File: src/rtl/cnn_pkg.sv
// Shared types and tag widths for the CNN network sequencer and its output row buffer.
package cnn_pkg;

    typedef enum logic [2:0] {
        IDLE,
        RUN,
        NEXT,
        DRAIN,
        DONE
    } seq_state_t;

    localparam int FEAT_IDX_W = 5;
    localparam int ROW_IDX_W  = 5;
    localparam int IMG_IDX_W  = 8;

endpackage

File: src/rtl/tagged_row_fifo.sv
// Circular row buffer with a sticky overflow flag; the head entry is read straight from storage.
module tagged_row_fifo #(
    parameter int WIDTH = 8,
    parameter int DEPTH = 4
) (
    input  logic                     clk,
    input  logic                     rst_n,
    input  logic                     push_i,
    input  logic [WIDTH-1:0]         din_i,
    input  logic                     pop_i,
    input  logic                     flush_i,
    input  logic                     clr_ovf_i,
    output logic [WIDTH-1:0]         head_o,
    output logic                     empty_o,
    output logic [$clog2(DEPTH):0]   count_o,
    output logic                     overflow_o
);

    localparam int PTR_W = $clog2(DEPTH);
    localparam int CNT_W = PTR_W + 1;

    logic [WIDTH-1:0] mem_q [DEPTH];
    logic [PTR_W-1:0] wr_ptr_q, rd_ptr_q;
    logic [CNT_W-1:0] count_q, count_d;
    logic             overflow_q;
    logic             full, do_pop, do_push, drop;

    assign empty_o = (count_q == '0);
    assign full    = (count_q == CNT_W'(DEPTH));

    // A full buffer still accepts a row when the head leaves in the same cycle.
    assign do_pop  = pop_i && !empty_o && !flush_i;
    assign do_push = push_i && (!full || do_pop) && !flush_i;
    assign drop    = push_i && full && !do_pop && !flush_i;

    assign count_d = count_q + CNT_W'(do_push) - CNT_W'(do_pop);

    always_ff @(posedge clk or negedge rst_n) begin
        if (!rst_n) begin
            wr_ptr_q   <= '0;
            rd_ptr_q   <= '0;
            count_q    <= '0;
            overflow_q <= 1'b0;
        end else begin
            if (flush_i) begin
                wr_ptr_q <= '0;
                rd_ptr_q <= '0;
                count_q  <= '0;
            end else begin
                if (do_push) wr_ptr_q <= wr_ptr_q + PTR_W'(1);
                if (do_pop)  rd_ptr_q <= rd_ptr_q + PTR_W'(1);
                count_q <= count_d;
            end
            overflow_q <= drop || (overflow_q && !clr_ovf_i);
        end
    end

    always_ff @(posedge clk) begin
        if (do_push) mem_q[wr_ptr_q] <= din_i;
    end

    assign head_o     = empty_o ? '0 : mem_q[rd_ptr_q];
    assign count_o    = count_q;
    assign overflow_o = overflow_q;

endmodule

File: src/rtl/cnn_layer_sequencer.sv
// Network-level controller: walks images through cascaded layers and streams final-layer rows out.
module cnn_layer_sequencer
    import cnn_pkg::*;
#(
    parameter int LAYER_NUM        = 2,
    parameter int IMAGE_NUM        = 5,
    parameter int DATA_WIDTH       = 32,
    parameter int OUT_LANES        = 12,
    parameter int TOTAL_FEATURE    = 20,
    parameter int ROWS_PER_FEATURE = 12,
    parameter int FIFO_DEPTH       = 4
) (
    input  logic                            clk,
    input  logic                            rst_n,
    input  logic                            start,
    input  logic                            abort,
    input  logic [LAYER_NUM-1:0]            layer_calc_fin,
    output logic [LAYER_NUM-1:0]            layer_en,
    input  logic                            row_valid,
    input  logic [OUT_LANES*DATA_WIDTH-1:0] row_data,
    input  logic [FEAT_IDX_W-1:0]           row_feature,
    input  logic [ROW_IDX_W-1:0]            row_idx,
    output logic                            stall,
    output logic                            out_valid,
    input  logic                            out_ready,
    output logic [OUT_LANES*DATA_WIDTH-1:0] out_data,
    output logic [FEAT_IDX_W-1:0]           out_feature,
    output logic [ROW_IDX_W-1:0]            out_row,
    output logic                            out_last,
    output logic [IMG_IDX_W-1:0]            image_idx,
    output logic                            busy,
    output logic                            done,
    output logic                            overflow
);

    localparam int LIDX_W  = (LAYER_NUM > 1) ? $clog2(LAYER_NUM) : 1;
    localparam int ROW_W   = OUT_LANES * DATA_WIDTH;
    localparam int ENTRY_W = ROW_W + FEAT_IDX_W + ROW_IDX_W + 1;
    localparam int CNT_W   = $clog2(FIFO_DEPTH) + 1;

    localparam logic [LIDX_W-1:0]     LAST_LAYER = LIDX_W'(LAYER_NUM - 1);
    localparam logic [IMG_IDX_W-1:0]  LAST_IMAGE = IMG_IDX_W'(IMAGE_NUM - 1);
    localparam logic [FEAT_IDX_W-1:0] LAST_FEAT  = FEAT_IDX_W'(TOTAL_FEATURE - 1);
    localparam logic [ROW_IDX_W-1:0]  LAST_ROW   = ROW_IDX_W'(ROWS_PER_FEATURE - 1);

    seq_state_t             state_q;
    logic [LIDX_W-1:0]      layer_idx_q;
    logic [IMG_IDX_W-1:0]   image_q;
    logic [LAYER_NUM-1:0]   layer_en_q;
    logic                   done_q;

    logic                   active_fin, kill, clr_ovf;
    logic                   fifo_empty;
    logic [CNT_W-1:0]       fifo_count;
    logic [ENTRY_W-1:0]     push_entry, head_entry;
    logic                   last_at_push;

    function automatic logic [LAYER_NUM-1:0] onehot(input logic [LIDX_W-1:0] idx);
        return LAYER_NUM'(1) << idx;
    endfunction

    // Only the completion pulse of the currently enabled layer can advance the sequence.
    assign active_fin = layer_calc_fin[layer_idx_q];
    assign kill       = abort && (state_q != IDLE);
    assign clr_ovf    = start && (state_q == IDLE);

    always_ff @(posedge clk or negedge rst_n) begin
        if (!rst_n) begin
            state_q     <= IDLE;
            layer_idx_q <= '0;
            image_q     <= '0;
            layer_en_q  <= '0;
            done_q      <= 1'b0;
        end else if (kill) begin
            state_q    <= IDLE;
            layer_en_q <= '0;
            done_q     <= 1'b0;
        end else begin
            case (state_q)
                IDLE: begin
                    done_q <= 1'b0;
                    if (start) begin
                        state_q     <= RUN;
                        layer_idx_q <= '0;
                        image_q     <= '0;
                        layer_en_q  <= onehot('0);
                    end
                end
                RUN: begin
                    if (active_fin) begin
                        state_q    <= NEXT;
                        layer_en_q <= '0;
                    end
                end
                NEXT: begin
                    if (layer_idx_q < LAST_LAYER) begin
                        layer_idx_q <= layer_idx_q + LIDX_W'(1);
                        layer_en_q  <= onehot(layer_idx_q + LIDX_W'(1));
                        state_q     <= RUN;
                    end else if (image_q < LAST_IMAGE) begin
                        image_q     <= image_q + IMG_IDX_W'(1);
                        layer_idx_q <= '0;
                        layer_en_q  <= onehot('0);
                        state_q     <= RUN;
                    end else begin
                        state_q <= DRAIN;
                    end
                end
                DRAIN: begin
                    if (fifo_empty && !row_valid) begin
                        state_q <= DONE;
                        done_q  <= 1'b1;
                    end
                end
                DONE: begin
                    state_q <= IDLE;
                    done_q  <= 1'b0;
                end
                default: state_q <= IDLE;
            endcase
        end
    end

    // The last-row tag is fixed when a row enters the buffer, not recomputed at the head.
    assign last_at_push = (row_feature == LAST_FEAT) && (row_idx == LAST_ROW);
    assign push_entry   = {row_data, row_feature, row_idx, last_at_push};

    tagged_row_fifo #(
        .WIDTH (ENTRY_W),
        .DEPTH (FIFO_DEPTH)
    ) u_fifo (
        .clk        (clk),
        .rst_n      (rst_n),
        .push_i     (row_valid),
        .din_i      (push_entry),
        .pop_i      (out_valid && out_ready),
        .flush_i    (kill),
        .clr_ovf_i  (clr_ovf),
        .head_o     (head_entry),
        .empty_o    (fifo_empty),
        .count_o    (fifo_count),
        .overflow_o (overflow)
    );

    assign {out_data, out_feature, out_row, out_last} = head_entry;
    assign out_valid = !fifo_empty;
    assign stall     = (fifo_count >= CNT_W'(FIFO_DEPTH - 1));
    assign layer_en  = layer_en_q;
    assign image_idx = image_q;
    assign busy      = (state_q != IDLE);
    assign done      = done_q;

endmodule

File: config.mk
export PLATFORM = sky130hd
export DESIGN_NAME = cnn_layer_sequencer
export DESIGN_NICKNAME = d
export VERILOG_FILES = /design/src/rtl/cnn_pkg.sv /design/src/rtl/tagged_row_fifo.sv /design/src/rtl/cnn_layer_sequencer.sv
export SDC_FILE = /design/constraint.sdc
export NUM_CORES = 1
export LEC_CHECK = 0
export BUFFER_PORTS_ARGS = -buffer_cell sky130_fd_sc_hd__buf_2
export CELL_PAD_IN_SITES_DETAIL_PLACEMENT = 1
export CELL_PAD_IN_SITES_GLOBAL_PLACEMENT = 2
export CORE_ASPECT_RATIO = 1.25
export CORE_MARGIN = 2
export CORE_UTILIZATION = 48
export CTS_BUF_LIST = sky130_fd_sc_hd__clkbuf_16
export DETAILED_ROUTE_END_ITERATION = 6
export PLACE_DENSITY = 0.84
export SYNTH_ARGS = -nofsm -noshare
export SYNTH_HDL_FRONTEND = slang
export SYNTH_SLANG_ARGS = --single-unit
File: constraint.sdc
create_clock -name clk -period 26.9 [get_ports clk]
set_input_delay 5.38 -clock clk [delete_from_list [all_inputs] [get_ports clk]]
set_output_delay 5.38 -clock clk [all_outputs]
set_load 0.02 [all_outputs]
* Word-level counts from Yosys, hierarchy flattened *
Memories as Yosys holds them, arrays and structs flattened.
Cells that the tools add are included.
W data, S select, Z words.

cells by class
  $add $sub $neg = 6
  bitwise gates (word level) = 1
  reductions and logical operators = 35
  $lt $le $gt $ge = 4
  shift-type cells = 1
  multiplexer cells = 34
  eq/ne operators = 15

operator list
  kind                   number
  $mux W395              1
  $mux W8                3
  $mux W2                11
  $pmux W8 S2            1
  $mux W3                5
  $logic_and A1 B1 Y1    13
  $pmux W3 S4            1
  $mux W1                9
  $ne A3 B2 Y1 const B   3
  $add A8 B1 Y8 const B  1
  $lt A8 B3 Y1 const B   1
  $reduce_and A4 Y1      2
  $eq A3 B2 Y1 const B   2
  $eq A3 B3 Y1 const B   2
  $logic_not A1 Y1       6
  $logic_not A3 Y1       2
  $ne A2 B2 Y1 const B   3
  $pmux W2 S3            1
  $reduce_bool A2 Y1     3
  $reduce_bool A3 Y1     2
  $eq A5 B4 Y1 const B   1
  $eq A5 B5 Y1 const B   1
  $reduce_and A5 Y1      1
  $add A2 B1 Y2 const B  2
  other kinds (17)       19

storage, ports and cells
  input port bits = 402
  memories = 1
  output and inout bits = 410
  memory bits (writable) = 1580
  register bits after elaboration = 23

memories
  memory        depth  bits a word  rd ports  clocked after Yosys merged registers in  write ports  line                   source
  u_fifo.mem_q  4      395          1         0                                        1            tagged_row_fifo.sv:22  logic [WIDTH-1:0] mem_q [DEPTH];

* Logic depth before layout (Yosys ltp) *
  word-level depth = 11
  gate-level depth with buffers = 12
  depth with buffers taken out = 11

* Modules after synthesis *
From an unflattened synthesis, not the netlist that was laid out.

unflattened totals
  cells, all modules = 2639
  area, all modules = 60898.4 um^2

modules (own cells, without submodules)
  module               area each (um^2)  sequential area each (um^2)  cells an instance  instances
  tagged_row_fifo      60082.6           47645.7                      2553               1
  cnn_layer_sequencer  815.8             375.4                        86                 1

* Least setup slack after synthesis *
No wires, ideal clock.

  path kind = input to register
  start point = input abort
  end point = memory u_fifo.mem_q[0][0] (netlist bit), enable pin
  library setup time = 809 ps
  stages on the path = 4
  slack = 11342 ps
  data arrival time = 14749 ps
  path through = and2_1 > buf_2 > nor2_4 > and2_1

between the ends
  cells in the longest elaborated chain, start to end = 8

RTL lines
  element                          line                                          source
  start: declaration               cnn_layer_sequencer.sv:16                     input logic abort,
  $logic_and A1 B1 Y1 *            cnn_layer_sequencer.sv:64                     assign kill = abort && (state_q != IDLE);
  $logic_not A1 Y1 *               tagged_row_fifo.sv:32, tagged_row_fifo.sv:33
  $logic_and A1 B1 Y1              tagged_row_fifo.sv:32                         assign do_pop = pop_i && !empty_o && !flush_i;
  $logic_or A1 B1 Y1               tagged_row_fifo.sv:33                         assign do_push = push_i && (!full || do_pop) && !flush_i;
  $logic_and A1 B1 Y1              tagged_row_fifo.sv:33
  $logic_and A1 B1 Y1 *            tagged_row_fifo.sv:33
  $mux W1 *                        tagged_row_fifo.sv:59                         if (do_push) mem_q[wr_ptr_q] <= din_i;
  $mux W1 (implied by the code) *  tagged_row_fifo.sv:59
  end: declaration                 tagged_row_fifo.sv:22

Every way passes the cells marked *; elsewhere a longest branch is shown, timed or not.

* Final worst setup path *
  start point = register u_fifo.rd_ptr_q[0]
  end point = output out_data[207]

between the ends
  cells in the longest elaborated chain, start to end = 2

RTL lines
  element                   line                       source
  start: declaration        tagged_row_fifo.sv:23      logic [PTR_W-1:0] wr_ptr_q, rd_ptr_q;
  start signal: assignment  tagged_row_fifo.sv:51      if (do_pop) rd_ptr_q <= rd_ptr_q + PTR_W'(1);
  $mem_v2 Z4 W395           --
  $mux W395                 tagged_row_fifo.sv:62      assign head_o = empty_o ? '0 : mem_q[rd_ptr_q];
  end: declaration          cnn_layer_sequencer.sv:26  output logic [OUT_LANES*DATA_WIDTH-1:0] out_data,

Every way passes these cells.

==> results.md <==
GRT:
- Entering global routing, the biggest net connects between 150 and 200 pins.
- The global router's overall resource usage is 22.8%.
- The first global-routing pass estimated 215 mm of wire.
- The initial antenna violation count came to 83.
- The number of global-route vias before repair is 32000.
- Global routing finished with a remaining overflow of 0.

Yosys:
- The average cell area after synthesis is 23.2 um^2.
- Ranked by total cell area, the synthesized netlist is headed by edfxtp_1, mux4_2, and2_1, dfrtp_1, buf_6.
- The proportion of synthesized flip-flops having asynchronous set or reset is 1.43%.
- The number of nets in the synthesized netlist is 3034.
- The most used standard cell by instance count after synthesis is edfxtp_1.
- The cell area that synthesis handed to floorplanning was 60900 um^2.
- The dominant cell type by area after synthesis is edfxtp_1.
- The share of the synthesized area in the top cell type is 77.9%.
- Among all flip-flop cells after synthesis, the most frequent one is edfxtp_1.
- In this run, synthesis inferred 1580 flip-flops with an integrated enable.
- After synthesis, the most frequently instantiated cells are edfxtp_1, and2_1, mux4_2.
- For this run, the register share of the synthesized area comes to 78.9%.
- After synthesis the netlist holds a flip-flop and latch count of 1603.
- Synthesis handed over a netlist of 2623 instances.
- During synthesis, Yosys emitted a total of 0 warnings.
- The count of unique library cells instantiated by Yosys is 37.

Routing:
- For this block, the routed nets add up to 148 mm of wire.
- The post-route DRC violation count is 0.
- The mean number of vias per cell is 5.53.
- The first detailed-routing pass took 5 iterations.
- The first routing iteration left around 2200 violations.
- The post-detailed-route wirelength per cell is ~28 um.
- The number of nets with antenna violations after detailed routing is 0.
- The detailed router placed 29600 vias in this run.

STA:
- The number of hold violations in the final report came to 0.
- Setup repair after global routing left no endpoint under its margin.
- The number of pins exceeding their max-slew limit in the final report came to 0.
- The worst clock skew is 0.0419 ns.
- The maximum clock frequency is 87.8 MHz.
- At the pin with the least slew margin, the transition time is 1.12 ns.
- The post-route setup TNS is 0 ns.
- The clock period minus worst slack is between 10 and 15 ns.
- The remaining max-slew budget at the tightest pin is 25.2%.
- Setup violations remaining at the end of the flow were counted as 0.
- Dividing the final minimum period by the clock period gives 42.3%.

Clock tree:
- The total of cells resized after clock tree synthesis is 0.
- The post-cts hold buffer count is 0.
- The clock latency of the later-clocked register in the worst-skew pair is 0.78 ns.
- The number of buffers on the longest clock path is 3.
- The clock tree synthesis step divided the H-tree into 4 levels.
- The CTS tree is built.
- Buffers inserted during clock tree synthesis total 154.
- Counting every sink on the clock net gives 1603.
- After clock tree synthesis, the clock-pin slew on the worst setup and hold paths is ~0.06 ns.
- The buffer type at the clock tree root is clkbuf_16.
- The number of setup buffers added after CTS is 0.

Finish:
- At the end of the flow, the number of nets in the layout was 3902.
- The synthesis-to-finish area growth is 17.3%.
- The number of standard cells in the final layout excluding fillers is around 5400.
- The fraction of layout instances using a drive strength above 1 is 40.2%.

Flow run:
- The count of maximum capacitance violations is 0.

Worst setup path:
- The reg2reg setup slack is 21.34 ns.
- STA classifies the critical path endpoint as a primary output.
- The required time reported for the critical path endpoint is 21.52 ns.
- The worst reg-to-reg path cell count is 8.
- The worst register-to-register path ends at u_fifo.mem_q[3][142].
- Along the worst path, the maximum fanout reaches 49.
- In this run the critical register-to-register path is launched from state_q[2].
- The category of the worst setup path launch point is a register.
- The worst setup path category is reg2out.
- The arrival time reported for the critical path endpoint is 6.01 ns.

Min path:
- Counting instances, the worst hold path has a depth of 1.
- The path with the worst hold slack has its endpoint at layer_en[1].
- In this run the most critical hold path is launched from layer_en[1].
- The path class of the tightest hold or removal check is reg2reg.

Place:
- Port buffering added 811 buffers.
- The final weighted congestion in routability-driven placement is about 0.8.
- The number of placed instances, taps included, is between 5000 and 6000.
- The HPWL after detailed placement is 93.8 mm.

Floorplan:
- The die is between 400 and 500 um tall.
- Once the floorplan was initialized, standard cells occupied 48.2% of the core.
- The count of boundary I/O pins is 812.
- The area of the core is 126000 um^2.
- The horizontal die dimension is 323 um.
- The die area is about 130000 um^2.
- The site row count is about 150.

Power and ir drop:
- The cell area power density is 114 nW/um^2.
- Across the VDD grid, the largest voltage drop is 0.0724 mV.
- Summed over all cells, the static leakage comes to 0.0243 uW.

Outcome:
- The flow ran to the end, and the final reports show no timing, DRC or antenna violations.
[cells by family (layout without fill, tap and decap cells)]
group	count (synthesis)	in the layout	share of synthesized area, %
compound gates	13	13	0.150
buf+inv	141	1132	1.43
xor+xnor	4	4	0.0576
other cells	0	38	0
flops	1603	1603	78.9
simple gates	454	454	4.61
mux	399	399	14.7
fa+ha+maj	9	9	0.197
[worst max-delay path by stage]
stage	start	to	slack (ns)	depth (start not counted)
floorplan	abort	u_fifo.mem_q[0][0]	11.34	4
global placement	u_fifo.rd_ptr_q[0]	out_data[207]	16.00	7
global route	u_fifo.rd_ptr_q[0]	out_data[207]	14.81	7
finish	u_fifo.rd_ptr_q[0]	out_data[207]	15.51	7
detailed placement	u_fifo.rd_ptr_q[0]	out_data[207]	16.01	7
CTS	u_fifo.rd_ptr_q[0]	out_data[207]	15.16	7
[cell usage in the layout (no fill, tap or decap), types with 2 or more instances in the layout]
cell,n
edfxtp_1,1580
buf_2,811
and2_1,402
mux4_2,395
clkbuf_16,157
inv_1,46
clkinv_1,39
diode_2,38
buf_4,27
clkinv_2,22
dfrtp_1,21
nor2_1,16
nand2_1,9
ha_1,8
inv_6,8
buf_12,7
bufinv_16,5
clkinvlp_4,5
and2_4,4
o21ai_0,4
nand2b_1,3
xor2_1,3
nand3_1,3
and3_1,3
clkinv_16,3
nor3_1,2
nor4b_1,2
nor2b_1,2
nor4bb_1,2
mux2_2,2
mux2i_1,2
a211o_1,2
inv_16,2
dfrtp_4,2
[layout make-up]
type                       instances  area, um^2
fill                           11100       54800
inverter                           8        30.0
multi-input combinational        879       12000
clock inverter                   122         787
timing repair buffer             845        4400
tap                             1702        2130
sequential                      1603       48000
antenna                           38        95.1
clock buffer                     157        3930
[through the flow]
stage / utilization (%) / hold slack (ns) / power, uW / worst slack [ns] / instance area (um^2)
after floorplan: - / 0.542 / 5340 / 11.34 / 60900
final: 56.6 / 0.507 / 8120 / 15.51 / 71400
after CTS: 56.5 / 0.514 / 8230 / 15.16 / 71300
after global placement: 52.8 / 0.489 / 6140 / 16.00 / 66600
after global routing: 56.5 / 0.530 / 8450 / 14.81 / 71400
after detailed placement: 52.8 / 0.498 / 6190 / 16.01 / 66600
[where the power goes]
group	leakage, uW	internal, uW	switching (uW)	total (uW)
logic	0.00717	1080	1740	2820
registers	0.0147	3160	121	3280
clock network	0.00245	1110	912	2020
[worst max-delay path, stage by stage, from the launching register on]
cell	delay [ns]
dfrtp_4	1.07
buf_4	0.75
buf_4	0.78
buf_4	0.76
buf_4	0.73
mux4_2	0.60
and2_1	0.19
buf_2	0.17
[state kept, by name, summed over array words and instances, names as in the netlist]
register	cells
layer_en	2
done	1
u_fifo.wr_ptr_q	2
u_fifo.count_o	3
layer_idx_q	1
u_fifo.rd_ptr_q	2
image_idx	8
u_fifo.overflow_o	1
state_q	3
u_fifo.mem_q	1580
[routing by layer]
metal | track usage, % | up-vias | routed length, um
li1 | - | 12500 | -
met1 | 27.2 | 15600 | 53800
met2 | 38.7 | 1065 | 76700
met3 | 6.58 | 335 | 11500
met4 | 9.48 | 78 | 5650
met5 | 0 | - | 477
Power figures use the tool's default switching activity.
